$ cat src/rtl/decoded_instr_queue_if.sv
// Decoded-instruction entry type plus the decoder/issue handshake bundle
// that connects the decoder, the instruction queue and the issue stage.
package decoded_instr_pkg;
    typedef struct packed {
        logic [31:0] pc;
        logic [7:0]  op;
        logic [4:0]  rd;
        logic [4:0]  rs1;
        logic [4:0]  rs2;
        logic [31:0] imm;
    } scoreboard_entry_t;
endpackage

interface decoded_instr_queue_if;
    decoded_instr_pkg::scoreboard_entry_t instr_i;
    logic                                 instr_valid_i;
    logic                                 is_ctrl_flow_i;
    logic                                 instr_ready_o;
    decoded_instr_pkg::scoreboard_entry_t decoded_instr_o;
    logic                                 decoded_instr_valid_o;
    logic                                 is_ctrl_flow_o;
    logic                                 decoded_instr_ack_i;

    // master: decoder + issue stage side; slave: the queue itself
    modport master (
        output instr_i, instr_valid_i, is_ctrl_flow_i, decoded_instr_ack_i,
        input  instr_ready_o, decoded_instr_o, decoded_instr_valid_o, is_ctrl_flow_o
    );
    modport slave (
        input  instr_i, instr_valid_i, is_ctrl_flow_i, decoded_instr_ack_i,
        output instr_ready_o, decoded_instr_o, decoded_instr_valid_o, is_ctrl_flow_o
    );
endinterface

$ cat src/rtl/decoded_instr_queue.sv
// FIFO of decoded instructions feeding the issue stage; optionally blocks
// issue after a control-flow instruction until the branch resolves.
module decoded_instr_queue #(
    parameter int unsigned NR_ENTRIES         = 4,
    parameter bit          STALL_ON_CTRL_FLOW = 1'b1
) (
    input  logic                  clk_i,
    input  logic                  rst_ni,
    input  logic                  flush_i,
    input  logic                  resolve_branch_i,
    decoded_instr_queue_if.slave  bus
);
    localparam int unsigned PW = $clog2(NR_ENTRIES);
    localparam int unsigned CW = PW + 1;

    typedef enum logic {IDLE, WAIT_BR} state_e;

    decoded_instr_pkg::scoreboard_entry_t mem_q [NR_ENTRIES];
    logic [NR_ENTRIES-1:0] ctrl_q;

    logic [PW-1:0] rd_ptr_q, rd_ptr_d, wr_ptr_q, wr_ptr_d;
    logic [CW-1:0] cnt_q, cnt_d;
    state_e        state_q, state_d;

    logic full, empty, push, pop;

    always_comb begin
        full  = (cnt_q == CW'(NR_ENTRIES));
        empty = (cnt_q == '0);

        bus.instr_ready_o         = ~full & ~flush_i;
        bus.decoded_instr_valid_o = ~empty & (state_q == IDLE);
        // Storage is not reset, so the head is masked while nothing is buffered
        bus.decoded_instr_o       = empty ? '0 : mem_q[rd_ptr_q];
        bus.is_ctrl_flow_o        = ~empty & ctrl_q[rd_ptr_q];

        push = bus.instr_valid_i & bus.instr_ready_o;
        pop  = bus.decoded_instr_valid_o & bus.decoded_instr_ack_i;

        rd_ptr_d = rd_ptr_q;
        wr_ptr_d = wr_ptr_q;
        cnt_d    = cnt_q;
        state_d  = state_q;

        if (flush_i) begin
            rd_ptr_d = '0;
            wr_ptr_d = '0;
            cnt_d    = '0;
            state_d  = IDLE;
        end else begin
            if (push) wr_ptr_d = wr_ptr_q + PW'(1);
            if (pop)  rd_ptr_d = rd_ptr_q + PW'(1);
            cnt_d = cnt_q + CW'(push) - CW'(pop);
            // resolve is deliberately ignored in IDLE, even alongside the ctrl-flow pop
            case (state_q)
                IDLE:    if (STALL_ON_CTRL_FLOW && pop && bus.is_ctrl_flow_o) state_d = WAIT_BR;
                WAIT_BR: if (resolve_branch_i) state_d = IDLE;
                default: state_d = IDLE;
            endcase
        end
    end

    always_ff @(posedge clk_i or negedge rst_ni) begin
        if (!rst_ni) begin
            rd_ptr_q <= '0;
            wr_ptr_q <= '0;
            cnt_q    <= '0;
            state_q  <= IDLE;
        end else begin
            rd_ptr_q <= rd_ptr_d;
            wr_ptr_q <= wr_ptr_d;
            cnt_q    <= cnt_d;
            state_q  <= state_d;
        end
    end

    always_ff @(posedge clk_i) begin
        if (push) begin
            mem_q[wr_ptr_q]  <= bus.instr_i;
            ctrl_q[wr_ptr_q] <= bus.is_ctrl_flow_i;
        end
    end
endmodule

$ cat src/flat_wrapper.sv
// flat-port wrapper written by rule: the top's interface ports become plain ports
module decoded_instr_queue_flat 
#(
    parameter int unsigned NR_ENTRIES         = 4,
    parameter bit          STALL_ON_CTRL_FLOW = 1'b1
)
  (clk_i, rst_ni, flush_i, resolve_branch_i, bus_instr_i, bus_instr_valid_i, bus_is_ctrl_flow_i, bus_decoded_instr_ack_i, bus_instr_ready_o, bus_decoded_instr_o, bus_decoded_instr_valid_o, bus_is_ctrl_flow_o);
  decoded_instr_queue_if bus_i ();
  input  logic clk_i;
  input  logic rst_ni;
  input  logic flush_i;
  input  logic resolve_branch_i;
  input wire logic [$bits(bus_i.instr_i)-1:0] bus_instr_i;
  input wire logic [$bits(bus_i.instr_valid_i)-1:0] bus_instr_valid_i;
  input wire logic [$bits(bus_i.is_ctrl_flow_i)-1:0] bus_is_ctrl_flow_i;
  input wire logic [$bits(bus_i.decoded_instr_ack_i)-1:0] bus_decoded_instr_ack_i;
  output wire logic [$bits(bus_i.instr_ready_o)-1:0] bus_instr_ready_o;
  output wire logic [$bits(bus_i.decoded_instr_o)-1:0] bus_decoded_instr_o;
  output wire logic [$bits(bus_i.decoded_instr_valid_o)-1:0] bus_decoded_instr_valid_o;
  output wire logic [$bits(bus_i.is_ctrl_flow_o)-1:0] bus_is_ctrl_flow_o;
  assign bus_i.instr_i = bus_instr_i;
  assign bus_i.instr_valid_i = bus_instr_valid_i;
  assign bus_i.is_ctrl_flow_i = bus_is_ctrl_flow_i;
  assign bus_i.decoded_instr_ack_i = bus_decoded_instr_ack_i;
  assign bus_instr_ready_o = bus_i.instr_ready_o;
  assign bus_decoded_instr_o = bus_i.decoded_instr_o;
  assign bus_decoded_instr_valid_o = bus_i.decoded_instr_valid_o;
  assign bus_is_ctrl_flow_o = bus_i.is_ctrl_flow_o;
  decoded_instr_queue #(.NR_ENTRIES(NR_ENTRIES), .STALL_ON_CTRL_FLOW(STALL_ON_CTRL_FLOW)) u_core (.clk_i(clk_i), .rst_ni(rst_ni), .flush_i(flush_i), .resolve_branch_i(resolve_branch_i), .bus(bus_i));
endmodule
$ cat config.mk
export PLATFORM = sky130hd
export DESIGN_NAME = decoded_instr_queue_flat
export DESIGN_NICKNAME = d
export VERILOG_FILES = /design/src/rtl/decoded_instr_queue_if.sv /design/src/rtl/decoded_instr_queue.sv /design/src/flat_wrapper.sv
export SDC_FILE = /design/constraint.sdc
export NUM_CORES = 1
export LEC_CHECK = 0
export ABC_AREA = 1
export BUFFER_PORTS_ARGS = -buffer_cell sky130_fd_sc_hd__buf_2
export CAP_MARGIN = 15
export CORE_ASPECT_RATIO = 2
export CORE_MARGIN = 1.5
export CORE_UTILIZATION = 52
export DETAILED_ROUTE_END_ITERATION = 6
export HOLD_SLACK_MARGIN = 0.08
export PLACE_DENSITY = 0.76
export SETUP_SLACK_MARGIN = 0.5
export SLEW_MARGIN = 25
export SYNTH_ARGS = -nofsm -noshare
export SYNTH_HDL_FRONTEND = slang
export SYNTH_SLANG_ARGS = --single-unit
$ cat constraint.sdc
create_clock -name clk_i -period 5.2 [get_ports clk_i]
set_input_delay 0.78 -clock clk_i [delete_from_list [all_inputs] [get_ports clk_i]]
set_output_delay 0.78 -clock clk_i [all_outputs]
set_load 0.02 [all_outputs]
==> results.sh <==
export IMPL_status="complete, no violations"
export IMPL_cts_buffers=30
export IMPL_synth_compound_area_share_pct=9.534
export IMPL_dp_slack_ns=1.953
export IMPL_syn_to_final_growth_pct=15.96
export IMPL_htree_levels=1
export IMPL_portBuffers=183
export IMPL_skew_ns=0.007381
export IMPL_clock_sinks=360
export IMPL_antenna_found_initial=8
export IMPL_avgSynthCellArea_sq_um=12.78
export IMPL_nets=1370
export IMPL_grt_setup_unrepaired="false"
export IMPL_min_period_over_period_pct=74.17
export IMPL_start_kind="register"
export IMPL_ys_warn_count=0
export IMPL_finalPower_uw=8265
export IMPL_drtAntennaViolNets=0
export IMPL_timing_rr_start="u_core.cnt_q[1]"
export IMPL_grt_pass1_vias=8711
export IMPL_setup_viol=0
export IMPL_hold_viol=0
export IMPL_post_drt_wl_per_cell_um=18.45
export IMPL_worst_path_buf_inv=3
export IMPL_design_area_sq_um=16370
export IMPL_cp_slowest_stage_delay_ns=0.74
export IMPL_critPathLaunch="u_core.rd_ptr_q[0]"
export IMPL_syn_nets=1206
export IMPL_ctsResizeCount=0
export IMPL_synth_adder_area_share_pct=0.6734
export IMPL_dieHeight_um=236.1
export IMPL_maxSlewHeadroom_pct=41.38
export IMPL_clk_pin_slew_ns=0.07
export IMPL_fin_tns_setup_ns=0
export IMPL_drt_total_wl_mm=30.37
export IMPL_via_count=8894
export IMPL_drv_slew=0
export IMPL_max_clock_path_buffers=3
export IMPL_muxShareOfSynthArea_pct=0
export IMPL_cp_top_family="buffers and inverters"
export IMPL_drive_gt1_share_pct=19.66
export IMPL_syn_inst=1105
export IMPL_r2r_cells=5
export IMPL_crit_chain="inv_4 -> buf_12 -> o21ai_0 -> a21oi_1 -> buf_2"
export IMPL_ys_ff_latch=360
export IMPL_hp_start="bus_instr_i[10]"
export IMPL_pin_count=184
export IMPL_dieArea_sq_um=28210
export IMPL_netlist_area_sq_um=14120
export IMPL_end_kind="output port"
export IMPL_grt_pass1_wl_mm=45.98
export IMPL_placed_area_sq_um=15310
export IMPL_power_per_cell_area_nw_per_um2=504.8
export IMPL_grt_max_degree=102
export IMPL_synth_edf_count=352
export IMPL_globalplace_congestion=0.7924
export IMPL_crit_path_max_fanout=101
export IMPL_num_fill_cells=2068
export IMPL_placementRows=85
export IMPL_core_area_sq_um=26800
export IMPL_yosys_area_share_simple_pct=10.15
export IMPL_multiInputGateArea_sq_um=2923
export IMPL_arrival_ns=3.08
export IMPL_grt_overflow_total=0
export IMPL_cp_slowest_cell="dfrtp_4"
export IMPL_final_seq_area_sq_um=10780
export IMPL_timing_final_ws_setup_ns=1.343
export IMPL_track_usage_pct=21.22
export IMPL_detail_route_iter0_violations=657
export IMPL_required_ns=4.42
export IMPL_path_class="reg -> out"
export IMPL_tightest_slew_ns=0.8773
export IMPL_drt_pass1_iter_count=4
export IMPL_hp_class="in -> reg"
export IMPL_drcViolationCount=0
export IMPL_hpwl_mm=17.49
export IMPL_synth_top_family_by_area="simple AND/OR/NAND/NOR gates"
export IMPL_hold_path_cell_count=1
export IMPL_initial_core_util_pct=52.69
export IMPL_p_leak_uw=0.005919
export IMPL_path_depth=5
export IMPL_die_w_um=119.5
export IMPL_fin_crit_ns=3.857
export IMPL_synth_xor_area_share_pct=0.1240
export IMPL_async_flop_share_pct=2.222
export IMPL_maxCapViolations=0
export IMPL_yosysSeqAreaShare_pct=76.27
export IMPL_insertion_delay_ns=0.56
export IMPL_fmax_mhz=259.3
export IMPL_synthFlopType="edfxtp_1"
export IMPL_viasPerCell=5.403
export IMPL_fin_util_pct=61.10
export IMPL_cts_root_buf="clkbuf_16"
export IMPL_ir_worst_vdd_mv=0.4004
export IMPL_cts_tree="built"
export IMPL_synth_cell_types=24
-- logic make-up after synthesis --
| kind of cell | count (synthesis) |
|---|---|
| flip-flops | 360 |
| adder cells (fa/ha/maj) | 7 |
| buffers and inverters | 89 |
| AO/OA/AOI/OAI | 268 |
| AND/OR/NAND/NOR | 379 |
| XOR/XNOR | 2 |
-- synthesized netlist by cell type (4+ instances only) --
cell | n | share of area (%)
o21ai_0 | 144 | 5.1
a21oi_1 | 89 | 3.2
clkbuf_1 | 26 | 0.69
clkbuf_2 | 9 | 0.32
buf_1 | 4 | 0.11
buf_4 | 15 | 0.80
ha_1 | 6 | 0.53
buf_6 | 6 | 0.48
nor2_1 | 357 | 9.5
dfrtp_1 | 8 | 1.4
nand3_1 | 7 | 0.25
edfxtp_1 | 352 | 75
nand2_1 | 14 | 0.37
o21ai_1 | 33 | 1.2
inv_1 | 19 | 0.51
buf_2 | 7 | 0.25
-- report_power, final --
group / switching (uW) / internal (uW)
logic: 1760 / 695
clock network: 983 / 1340
registers: 112 / 3380
-- path summary, 6_finish.rpt --
check / endpoint / slack [ns]
max: bus_decoded_instr_o[19] / 1.34
min: u_core.mem_q[0][10] / 0.43
max reg2reg: u_core.mem_q[2][53] / 2.67
min reg2reg: u_core.state_q / 0.59
max in group asynchronous: u_core.rd_ptr_q[1] / 4.37
min in group asynchronous: u_core.rd_ptr_q[0] / 0.62
-- state kept, by name (all words and copies together) (netlist names) --
register and flops:
u_core.mem_q 348, u_core.state_q 1, u_core.wr_ptr_q 2, u_core.cnt_q 3, u_core.rd_ptr_q 2, u_core.ctrl_q 4
-- per-layer routing --
| layer | up-vias | GRT usage, % | part of all wire [%] |
|---|---|---|---|
| met5 | - | 0 | 0.11 |
| met4 | 4 | 9.957 | 3.8 |
| met3 | 71 | 2.587 | 4.6 |
| met2 | 277 | 40.14 | 56 |
| met1 | 4310 | 23.18 | 35 |
| li1 | 4232 | - | - |
-- placed cells by master, fill, tap and decap left out, drive strengths merged --
cell type,count
o21ai,177
dfrtp,8
inv,21
nor2,357
edfxtp,352
fa,1
ha,6
xor2,1
buf,198
a21oi,90
clkbuf,34
a31oi,1
nand2,14
clkinv,13
dlygate4sd3,1
nand3,7
bufinv,5
nand4,1
xnor2,1
clkinvlp,4
diode,6
-- stage by stage --
step | instances | hold WS, ns
finish | 1646 | 0.4323
global route | 1646 | 0.4152
CTS | 1640 | 0.4001
detailed placement | 1584 | 0.5760
global placement | 1584 | 0.5590
floorplan | 1105 | 0.4844
-- repair_timing --
| action | 4_1_cts | 5_1_grt |
|---|---|---|
| endpoints found under the hold margin | 8 | 0 |
| hold buffers | 1 | 0 |
| buffers inserted | 0 | 0 |
-- cell type report --
type / count / area share [%]
diodes: 6 / 0.09169
flip-flops and latches: 360 / 65.82
clock inverters: 21 / 1.513
well taps: 348 / 2.659
multi-input cells: 656 / 17.85
inverters: 22 / 0.5349
repair buffers: 199 / 6.724
clock buffers: 34 / 4.806
Note: power is estimated with default switching activity, not from simulation.
